**src/rtl/tetris_pkg.sv**
```systemverilog
// Shared Tetris definitions: game state codes, piece codes and board geometry.
// The pixel colour generator decodes the same state codes from this package.
package tetris_pkg;

   typedef enum logic [2:0] {
      START_SCREEN  = 3'b000,
      COUNTING      = 3'b001,
      START_FALLING = 3'b010,
      FALLING       = 3'b011,
      DISTROY_LINE  = 3'b101,
      FAIL          = 3'b111
   } game_state_t;

   typedef enum logic [1:0] {
      PH_DRAW,
      PH_SPAWN,
      PH_CHECK
   } spawn_phase_t;

   localparam logic [2:0] PIECE_NONE = 3'b000;
   localparam logic [2:0] PIECE_T    = 3'b001;
   localparam logic [2:0] PIECE_O    = 3'b010;
   localparam logic [2:0] PIECE_L    = 3'b011;
   localparam logic [2:0] PIECE_J    = 3'b100;
   localparam logic [2:0] PIECE_S    = 3'b101;
   localparam logic [2:0] PIECE_Z    = 3'b110;
   localparam logic [2:0] PIECE_I    = 3'b111;

   localparam int BOARD_COLS = 10;
   localparam int BOARD_ROWS = 20;

   localparam logic [9:0] LINES_MAX   = 10'd999;
   localparam logic [1:0] COUNT_START = 2'd3;

endpackage

```
**src/rtl/piece_rng.sv**
```systemverilog
// Free-running 16-bit Fibonacci LFSR (taps 16,14,13,11) that offers a piece
// draw whenever its low three bits are a legal, non-zero piece code.
module piece_rng
   import tetris_pkg::*;
#(
   parameter logic [15:0] SEED = 16'hACE1
) (
   input  logic       clk,
   input  logic       rst,
   input  logic       req,
   output logic       valid,
   output logic [2:0] piece
);

   logic [15:0] lfsr;
   logic        feedback;

   assign feedback = lfsr[15] ^ lfsr[13] ^ lfsr[12] ^ lfsr[10];

   // Keeps stepping regardless of game state so draw timing depends on play.
   always_ff @(posedge clk) begin
      if (rst) begin
         lfsr <= SEED;
      end else begin
         lfsr <= {lfsr[14:0], feedback};
      end
   end

   assign piece = lfsr[2:0];
   assign valid = req && (piece != PIECE_NONE);

endmodule

```
**src/rtl/game_sequencer.sv**
```systemverilog
// Game-flow controller: countdown, piece selection, gravity pacing and the
// hand-offs to the piece engine and the line-clear engine.
module game_sequencer
   import tetris_pkg::*;
#(
   parameter int          COUNT_FRAMES = 60,
   parameter int          FALL_FRAMES  = 30,
   parameter int          DROP_FRAMES  = 2,
   parameter logic [15:0] LFSR_SEED    = 16'hACE1
) (
   input  logic       clk,
   input  logic       rst,
   input  logic       frame_tick,
   input  logic       start_btn,
   input  logic       soft_drop,
   input  logic       spawn_blocked,
   input  logic       landed,
   input  logic       row_full,
   input  logic       clear_done,
   output logic [2:0] q,
   output logic [1:0] q_counting,
   output logic [2:0] block,
   output logic [2:0] next_block,
   output logic       spawn,
   output logic       fall_tick,
   output logic       clear_start,
   output logic [9:0] lines
);

   localparam logic [15:0] COUNT_LIMIT = 16'(COUNT_FRAMES);
   localparam logic [15:0] FALL_LIMIT  = 16'(FALL_FRAMES);
   localparam logic [15:0] DROP_LIMIT  = 16'(DROP_FRAMES);

   game_state_t  state, state_nxt;
   spawn_phase_t phase, phase_nxt;
   logic [1:0]   digit_nxt;
   logic [2:0]   block_nxt, next_block_nxt;
   logic         spawn_nxt, fall_tick_nxt, clear_start_nxt;
   logic [9:0]   lines_nxt;
   logic [15:0]  frame_cnt, frame_cnt_nxt;
   logic [15:0]  fall_cnt, fall_cnt_nxt, fall_limit;
   logic         btn_prev, start_rise;
   logic         preview_pending, pending_nxt;
   logic         rng_req, rng_valid;
   logic [2:0]   rng_piece;

   assign q          = state;
   assign start_rise = start_btn & ~btn_prev;
   assign fall_limit = soft_drop ? DROP_LIMIT : FALL_LIMIT;

   // A preview draw that hit 000 at game start keeps retrying during the countdown.
   assign rng_req = (state == START_SCREEN  && start_rise) ||
                    (state == COUNTING      && preview_pending) ||
                    (state == START_FALLING && phase == PH_DRAW);

   piece_rng #(
      .SEED(LFSR_SEED)
   ) u_rng (
      .clk  (clk),
      .rst  (rst),
      .req  (rng_req),
      .valid(rng_valid),
      .piece(rng_piece)
   );

   always_ff @(posedge clk) begin
      if (rst) begin
         state           <= START_SCREEN;
         phase           <= PH_DRAW;
         q_counting      <= COUNT_START;
         block           <= PIECE_T;
         next_block      <= PIECE_I;
         spawn           <= 1'b0;
         fall_tick       <= 1'b0;
         clear_start     <= 1'b0;
         lines           <= '0;
         frame_cnt       <= '0;
         fall_cnt        <= '0;
         btn_prev        <= 1'b1;
         preview_pending <= 1'b0;
      end else begin
         state           <= state_nxt;
         phase           <= phase_nxt;
         q_counting      <= digit_nxt;
         block           <= block_nxt;
         next_block      <= next_block_nxt;
         spawn           <= spawn_nxt;
         fall_tick       <= fall_tick_nxt;
         clear_start     <= clear_start_nxt;
         lines           <= lines_nxt;
         frame_cnt       <= frame_cnt_nxt;
         fall_cnt        <= fall_cnt_nxt;
         btn_prev        <= start_btn;
         preview_pending <= pending_nxt;
      end
   end

   // Pulses default low so each one lasts exactly the cycle after its cause.
   always_comb begin
      state_nxt       = state;
      phase_nxt       = phase;
      digit_nxt       = q_counting;
      block_nxt       = block;
      next_block_nxt  = next_block;
      spawn_nxt       = 1'b0;
      fall_tick_nxt   = 1'b0;
      clear_start_nxt = 1'b0;
      lines_nxt       = lines;
      frame_cnt_nxt   = frame_cnt;
      fall_cnt_nxt    = fall_cnt;
      pending_nxt     = preview_pending;

      case (state)
         START_SCREEN: begin
            if (start_rise) begin
               state_nxt     = COUNTING;
               lines_nxt     = '0;
               digit_nxt     = COUNT_START;
               frame_cnt_nxt = frame_tick ? 16'd1 : 16'd0;
               if (rng_valid) begin
                  next_block_nxt = rng_piece;
               end else begin
                  pending_nxt = 1'b1;
               end
            end
         end

         COUNTING: begin
            if (rng_valid) begin
               next_block_nxt = rng_piece;
               pending_nxt    = 1'b0;
            end
            if (frame_tick) begin
               if (frame_cnt + 16'd1 >= COUNT_LIMIT) begin
                  frame_cnt_nxt = '0;
                  if (q_counting == 2'd1) begin
                     state_nxt = START_FALLING;
                  end else begin
                     digit_nxt = q_counting - 2'd1;
                  end
               end else begin
                  frame_cnt_nxt = frame_cnt + 16'd1;
               end
            end
         end

         START_FALLING: begin
            case (phase)
               PH_DRAW: begin
                  if (rng_valid) begin
                     block_nxt      = next_block;
                     next_block_nxt = rng_piece;
                     spawn_nxt      = 1'b1;
                     pending_nxt    = 1'b0;
                     phase_nxt      = PH_SPAWN;
                  end
               end
               PH_SPAWN: phase_nxt = PH_CHECK;
               PH_CHECK: begin
                  phase_nxt = PH_DRAW;
                  if (spawn_blocked) begin
                     state_nxt = FAIL;
                  end else begin
                     state_nxt    = FALLING;
                     fall_cnt_nxt = frame_tick ? 16'd1 : 16'd0;
                  end
               end
               default: phase_nxt = PH_DRAW;
            endcase
         end

         FALLING: begin
            if (landed) begin
               if (row_full) begin
                  clear_start_nxt = 1'b1;
                  state_nxt       = DISTROY_LINE;
               end else begin
                  state_nxt = START_FALLING;
               end
            end else if (frame_tick) begin
               if (fall_cnt + 16'd1 >= fall_limit) begin
                  fall_tick_nxt = 1'b1;
                  fall_cnt_nxt  = '0;
               end else begin
                  fall_cnt_nxt = fall_cnt + 16'd1;
               end
            end
         end

         DISTROY_LINE: begin
            if (clear_done) begin
               lines_nxt = (lines >= LINES_MAX) ? LINES_MAX : lines + 10'd1;
               if (row_full) begin
                  clear_start_nxt = 1'b1;
               end else begin
                  state_nxt = START_FALLING;
               end
            end
         end

         FAIL: begin
            if (start_rise) begin
               state_nxt = START_SCREEN;
            end
         end

         default: state_nxt = START_SCREEN;
      endcase
   end

endmodule

```
**config.mk**
```make
export PLATFORM = sky130hd
export DESIGN_NAME = game_sequencer
export DESIGN_NICKNAME = d
export VERILOG_FILES = /design/src/rtl/tetris_pkg.sv /design/src/rtl/piece_rng.sv /design/src/rtl/game_sequencer.sv
export SDC_FILE = /design/constraint.sdc
export NUM_CORES = 1
export LEC_CHECK = 0
export ABC_AREA = 1
export BUFFER_PORTS_ARGS = -buffer_cell sky130_fd_sc_hd__buf_2
export CAP_MARGIN = 40
export CORE_ASPECT_RATIO = 2
export CORE_MARGIN = 2
export CORE_UTILIZATION = 45
export DETAILED_ROUTE_END_ITERATION = 6
export GPL_TIMING_DRIVEN = 0
export PLACE_DENSITY = 0.75
export SETUP_SLACK_MARGIN = 0.1
export SKIP_CTS_REPAIR_TIMING = 1
export SLEW_MARGIN = 20
export SYNTH_ARGS = -nofsm -noshare
export SYNTH_HDL_FRONTEND = slang
export SYNTH_HIERARCHICAL = 1
export SYNTH_SLANG_ARGS = --single-unit
```
**constraint.sdc**
```tcl
create_clock -name clk -period 1.85 [get_ports clk]
set_input_delay 0.0925 -clock clk [delete_from_list [all_inputs] [get_ports clk]]
set_output_delay 0.0925 -clock clk [all_outputs]
set_load 0.02 [all_outputs]
```
==> out/qor.yml, run 1 <==
outcome: "finished, violations left"
violations: "negative setup slack"
avgRoutedWirePerCell_um: 13.64
postSynthNetCount: 611
place.port_buffers: 32
worstSetupEndpointType: "flip-flop"
async_flop_share_pct: 0
wl_um: 10430
synth-seq-area-share_pct: 37.96
path_common_cell: "nand2_1"
critPathTopFamily: "simple AND/OR/NAND/NOR gates"
cp_slowest_cell: "dfxtp_4"
grt-ovfl-total: 0
slew_viol_final: 0
power_density_mw_per_mm2: 1049
ys.flop_type: "dfxtp_1"
cts-root-buf: "clkbuf_16"
dp_slack_ns: -0.2629
cap_violations: 0
grt_pass1_vias: 3750
hold_viol: 0
num_antenna_cells: 0
cp.required_ns: 2.10
rsz0062_at_grt: "true"
grt_max_degree: 14
core-area_mm2: 0.008648
synth_area_per_cell_um2: 6.747
antenna_found_initial: 0
htreeDepth: 3
finClkSkew_ns: 0.004519
path_buf_inv: 1
yosysTopAreaCell: "dfxtp_1"
max_freq_mhz: 492.7
synthDistinctLibCells: 39
pin_count: 33
clockBufferDepth: 2
via_count: 4114
netlist_top_cells_count: "nand2_1 (147), inv_1 (90), dfxtp_1 (76), nor2_1 (66), nand3_1 (37)"
cts_buffers: 9
initial_core_util_pct: 46.34
relSlewSlack_pct: 57.40
drc_errors: 0
arrival_ns: 2.28
yosys_warnings: 6
first_iter_violations: 331
clock-sinks: 76
period_minus_slack_ns: 2.030
tightestPinTransition_ns: 0.6390
path_class: "reg -> reg"
worstPathMaxFanout: 6
ir_drop_mv: 0.5324
viasPerCell: 5.378
insertion_delay_ns: 0.34
synth_cells: 594
layout_setup_ws_ns: -0.1796
yosys-top-cells-area: "dfxtp_1 (38%), nand2_1 (14%), inv_1 (8.4%), nor2_1 (6.2%), nand3_1 (4.6%)"
ant_nets: 0
cpPeakStageDelay_ns: 0.37
fin_crit_sh_pct: 109.7
tritoncts: "built"
hold_ws_ns: 0.04089
die_w_um: 70.73
netlist_area_mm2: 0.004008
post-synth-top-count-cell: "nand2_1"
fin_nets: 677
hold_path.class: "in -> reg"
grt_pass1_wl_um: 15950
first_pass_iters: 5
place_congestion: 0.9280
die_area_mm2: 0.009723
p_leak_nw: 2.325
start_kind: "flip-flop"
fp-row-count: 48
drive_gt1_share_pct: 25.11
yosys_register_bits: 76
path_cells: "ha_4, nand2_4, inv_2, nor2_4, ha_1, o21ai_1, nand2_1, nand2_1, nand2_1, a21oi_1, nand2_1, nor2_4, nand4_1, a21oi_1"
track_usage_pct: 20.66
synth_top_area_share_pct: 37.96
final_util_pct: 59.36
setup_viol: 9
hpwlAfterDp_um: 7336
synthToLayoutAreaGrowth_pct: 28.10
die_h_um: 137.5
path_clk_slew_ns: 0.06
synth_edf_count: 0
[worst register-to-register path: cells and delay by family, from the launching register on]
family | cells | cell delay [ns]
AO/OA/AOI/OAI | 3 | 0.36
adder cells (fa/ha/maj) | 2 | 0.43
buffers and inverters | 1 | 0.11
flip-flops | 1 | 0.37
AND/OR/NAND/NOR | 8 | 0.67
[per-layer routing]
| layer | track usage (%) | wire (um) |
|---|---|---|
| met2 | 40.03 | 5851 |
| met5 | 0 | 0 |
| met1 | 19.81 | 3719 |
| met4 | 11.64 | 431 |
| met3 | 3.731 | 431 |
[report_power, final]
group	total (W)	leakage, nW	switching [W]	internal, W
Combinational	0.00151	1.54	0.000979	0.000533
Sequential	0.00190	0.627	0.000126	0.00178
Clock	0.00197	0.161	0.000703	0.00127
Total	0.00538	2.32	0.00181	0.00358
[cells by family (layout without fill, tap and decap cells)]
family | Yosys count | count (layout) | synth area share (%)
AO/OA/AOI/OAI | 64 | 64 | 8.586
XOR/XNOR | 9 | 9 | 1.967
adder cells (fa/ha/maj) | 8 | 8 | 2.498
buffers and inverters | 105 | 175 | 10.52
flip-flops | 76 | 76 | 37.96
AND/OR/NAND/NOR | 332 | 333 | 38.46
[flip-flops by register name, summed over array words and instances (netlist names)]
| signal | count |
|---|---|
| lines | 10 |
| frame_cnt | 16 |
| btn_prev | 1 |
| phase | 2 |
| u_rng/lfsr | 16 |
| next_block | 3 |
| q_counting | 2 |
| preview_pending | 1 |
| q | 3 |
| spawn | 1 |
| block | 3 |
| clear_start | 1 |
| fall_cnt | 16 |
| fall_tick | 1 |
[placed cells by master, fill, tap and decap left out, types with 10 or more instances in the layout]
cell type	n
nand4_1	19
inv_1	78
buf_4	18
inv_2	11
nor2_4	17
nand2_1	141
dfxtp_1	63
buf_2	32
a21oi_1	27
o21ai_0	20
nor2_1	55
nor3_1	22
nand3_1	31
clkbuf_16	10
[worst paths after layout]
path / from / endpoint / slack [ns] / depth (start not counted)
max reg2reg: fall_cnt[1] / fall_cnt[0] / -0.18 / 14
min reg2reg: u_rng/lfsr[11] / u_rng/lfsr[12] / 0.41 / 2
min: rst / u_rng/lfsr[10] / 0.04 / 2
max: fall_cnt[1] / fall_cnt[0] / -0.18 / 14
[final cells by class]
class,instances,area [um2]
fillers,751,3515
multi-input cells,414,2338
flip-flops and latches,76,1550
inverters,92,354.1
repair buffers,54,350.3
clock buffers,11,254.0
well taps,100,125.1
clock inverters,5,81.33
plain buffers,13,80.08
[per-stage QoR]
| stage | std cells | power (W) | setup TNS, ns | instance area [um2] |
|---|---|---|---|---|
| after floorplan | 594 | 0.002750 | 0 | 4065 |
| after global placement | 726 | 0.003016 | -2.959 | 4350 |
| after detailed placement | 726 | 0.003060 | -3.951 | 4350 |
| after CTS | 742 | 0.005014 | -4.266 | 4686 |
| after global routing | 765 | 0.005629 | -2.758 | 5134 |
| final | 765 | 0.005383 | -0.9315 | 5134 |
No activity file was read; power rests on OpenSTA's default activity.
==> run 2, diff against run 1 <==
- CORE_MARGIN: 2 -> 1.5
==> run 2 against run 1 <==
  * The run still ends with negative setup slack left
  * Critical endpoint is now fall_cnt[4]
  * Routed wire length rose by 8.2%
  * Clock skew fell by 0.00059 ns
  * Final area rose by 1.4%
==> out/qor.yml, run 2 (same netlist as run 1, synthesis figures left out) <==
fill_cells: 733  # -2.4%
cts_buffers: 9  # unchanged
power_density_mw_per_mm2: 1054  # +0.52%
tritoncts: "built"
place.port_buffers: 32  # unchanged
wl_um: 11290  # +8.2%
synthToLayoutAreaGrowth_pct: 29.88
cts-root-buf: "clkbuf_16"
die_h_um: 136.5  # -0.73%
power_w: 0.005486  # +1.9%
rsz0062_at_grt: "true"
fp-row-count: 48  # unchanged
outcome: "finished, violations left"
hpwlAfterDp_um: 7454  # +1.6%
multi_input_area_mm2: 0.002354  # +0.64%
hold_start: "rst"
viasPerCell: 5.411  # +0.62%
setup_viol: 12  # +3
htreeDepth: 3  # unchanged
p_sw_share_pct: 34.76  # +1.2 points
arrival_ns: 2.31  # +0.03 ns
cpPeakStageDelay_ns: 0.37  # about the same
hold_depth: 2  # unchanged
core-area_mm2: 0.008648  # unchanged
timing.hold.worst_endpoint: "u_rng/lfsr[5]"
final_cells: 776  # +1.4%
worstSetupEndpointType: "flip-flop"
pwr-share-clk_pct: 33.2  # -3.4 points
grt_pass1_vias: 3869  # +3.2%
initial_core_util_pct: 46.34  # unchanged
path_common_cell: "nand2_1"
first_pass_iters: 7  # +2
antenna_found_initial: 0  # unchanged
grt_max_degree: 14  # unchanged
rr_worst_depth: 14  # unchanged
grt_pass1_wl_um: 16380  # +2.7%
ant_nets: 0  # unchanged
drc_errors: 0  # unchanged
cap_violations: 0  # unchanged
path_buf_inv: 1  # unchanged
hold_path.class: "in -> reg"
fin_nets: 688  # +1.6%
ff_latch_area_mm2: 0.001558  # +0.48%
pin_count: 33  # unchanged
worstPathMaxFanout: 6  # unchanged
insertion_delay_ns: 0.34  # about the same
finClkSkew_ns: 0.003925  # -0.0005942 ns
hold_viol: 0  # unchanged
cp_slowest_cell: "dfxtp_4"
via_count: 4199  # +2.1%
setup-tns-final_ns: -1.222  # -0.2906 ns
cp.required_ns: 2.12  # +0.02 ns
layout.cells.most_common: "nand2_1"
clockBufferDepth: 2  # unchanged
num_antenna_cells: 0  # unchanged
die_w_um: 69.73  # -1.4%
internal_power_w: 0.003579  # +0.11%
drive_gt1_share_pct: 27.07  # +2.0 points
tightestPinTransition_ns: 0.6354  # -0.003637 ns
switchingPower_w: 0.001907  # +5.5%
place_congestion: 0.9408  # +1.4%
critPathTopFamily: "simple AND/OR/NAND/NOR gates"
max_freq_mhz: 491.2  # -0.30%
ff2ff_setup_slack_ns: -0.19  # about the same
combinationalPowerShare_pct: 31.9  # +3.8 points
p_seq_share_pct: 34.9  # -0.4 points
die_area_mm2: 0.009515  # -2.1%
start_kind: "flip-flop"
path_class: "reg -> reg"
track_usage_pct: 21.61  # +0.95 points
avgRoutedWirePerCell_um: 14.55  # +6.7%
period_minus_slack_ns: 2.036  # +0.006007 ns
first_iter_violations: 305  # -7.9%
violations: "negative setup slack"
layout_common_cells: "nand2_1 (139), inv_1 (77), dfxtp_1 (63), nor2_1 (56), buf_4 (33)"
grt-ovfl-total: 0  # unchanged
slew_viol_final: 0  # unchanged
path_clk_slew_ns: 0.06  # about the same
clock-sinks: 76  # unchanged
largest_registers: "fall_cnt: 16 flops, frame_cnt: 16 flops, u_rng/lfsr: 16 flops"
place_inst: 726  # unchanged
fin_crit_sh_pct: 110.0  # +0.32 points
hold_ws_ns: 0.03886  # -0.002027 ns
r2r-start: "fall_cnt[0]"
ir_drop_mv: 0.6449  # +21%
layout_setup_ws_ns: -0.1856  # -0.006007 ns
final_util_pct: 60.19  # +0.82 points
r2r_end: "fall_cnt[4]"
p_leak_nw: 2.363  # +1.6%
path_cells: "ha_4, nand2_4, inv_2, nor2_2, ha_1, o21ai_1, nand2_1, nand2_1, nand2_1, a21oi_2, nand2_2, nor2_4, nand4_1, a21oi_2"
relSlewSlack_pct: 57.64  # +0.24 points
run 2: cell types whose count changed in the layout (fill, tap and decap cells not counted), moves of 2 or more:
cell and change:
buf_4 +15, buf_6 -3, dfxtp_2 -3, dfxtp_4 +3
a21oi_1 -2, a21oi_2 +2, clkbuf_8 +2, nand2_1 -2
nand2_4 +2
run 2: worst max-delay path by stage:
stage / start / end / slack, ns / depth (start not counted)
after floorplan: fall_cnt[0] / fall_tick / 0.05 / 15
after global placement: q[2] / block[0] / -0.20 / 14
after global routing: fall_cnt[0] / fall_cnt[4] / -0.34 / 14
after CTS: q[2] / block[0] / -0.25 / 14
after detailed placement: q[2] / block[0] / -0.24 / 14
final: fall_cnt[0] / fall_cnt[4] / -0.19 / 14
run 2: area by class of cell:
class	count	area share, %
buffer	13	1.514
clock buffer	11	4.856
clock inverter	5	1.130
inverter	92	6.851
multi-input combinational	414	45.22
sequential	76	29.93
tap	100	2.404
timing repair buffer	65	8.101
run 2: power groups by stage:
stage | Sequential [W] | Clock (W) | Combinational [W]
3_3_place_gp | 0.00191 | 0 | 0.00110
2_1_floorplan | 0.00197 | 0 | 0.000780
5_1_grt | 0.00193 | 0.00192 | 0.00188
3_5_place_dp | 0.00192 | 0 | 0.00113
4_1_cts | 0.00188 | 0.00185 | 0.00115
6_report | 0.00192 | 0.00182 | 0.00175
run 2: per-layer routing:
metal | vias to the layer above | GRT usage, % | share of wire (%)
li1 | 2043 | - | -
met4 | 0 | 13.57 | 4.8
met1 | 1955 | 19.58 | 35
met5 | - | 0 | 0
met3 | 53 | 4.744 | 4.4
met2 | 148 | 42.20 | 56
run 2: through the flow:
stage          cell area, um2  worst slack [ns]
2_1_floorplan            4065           0.05061
3_3_place_gp             4350           -0.2043
3_5_place_dp             4350           -0.2407
4_1_cts                  4662           -0.2534
5_1_grt                  5205           -0.3388
6_report                 5205           -0.1856
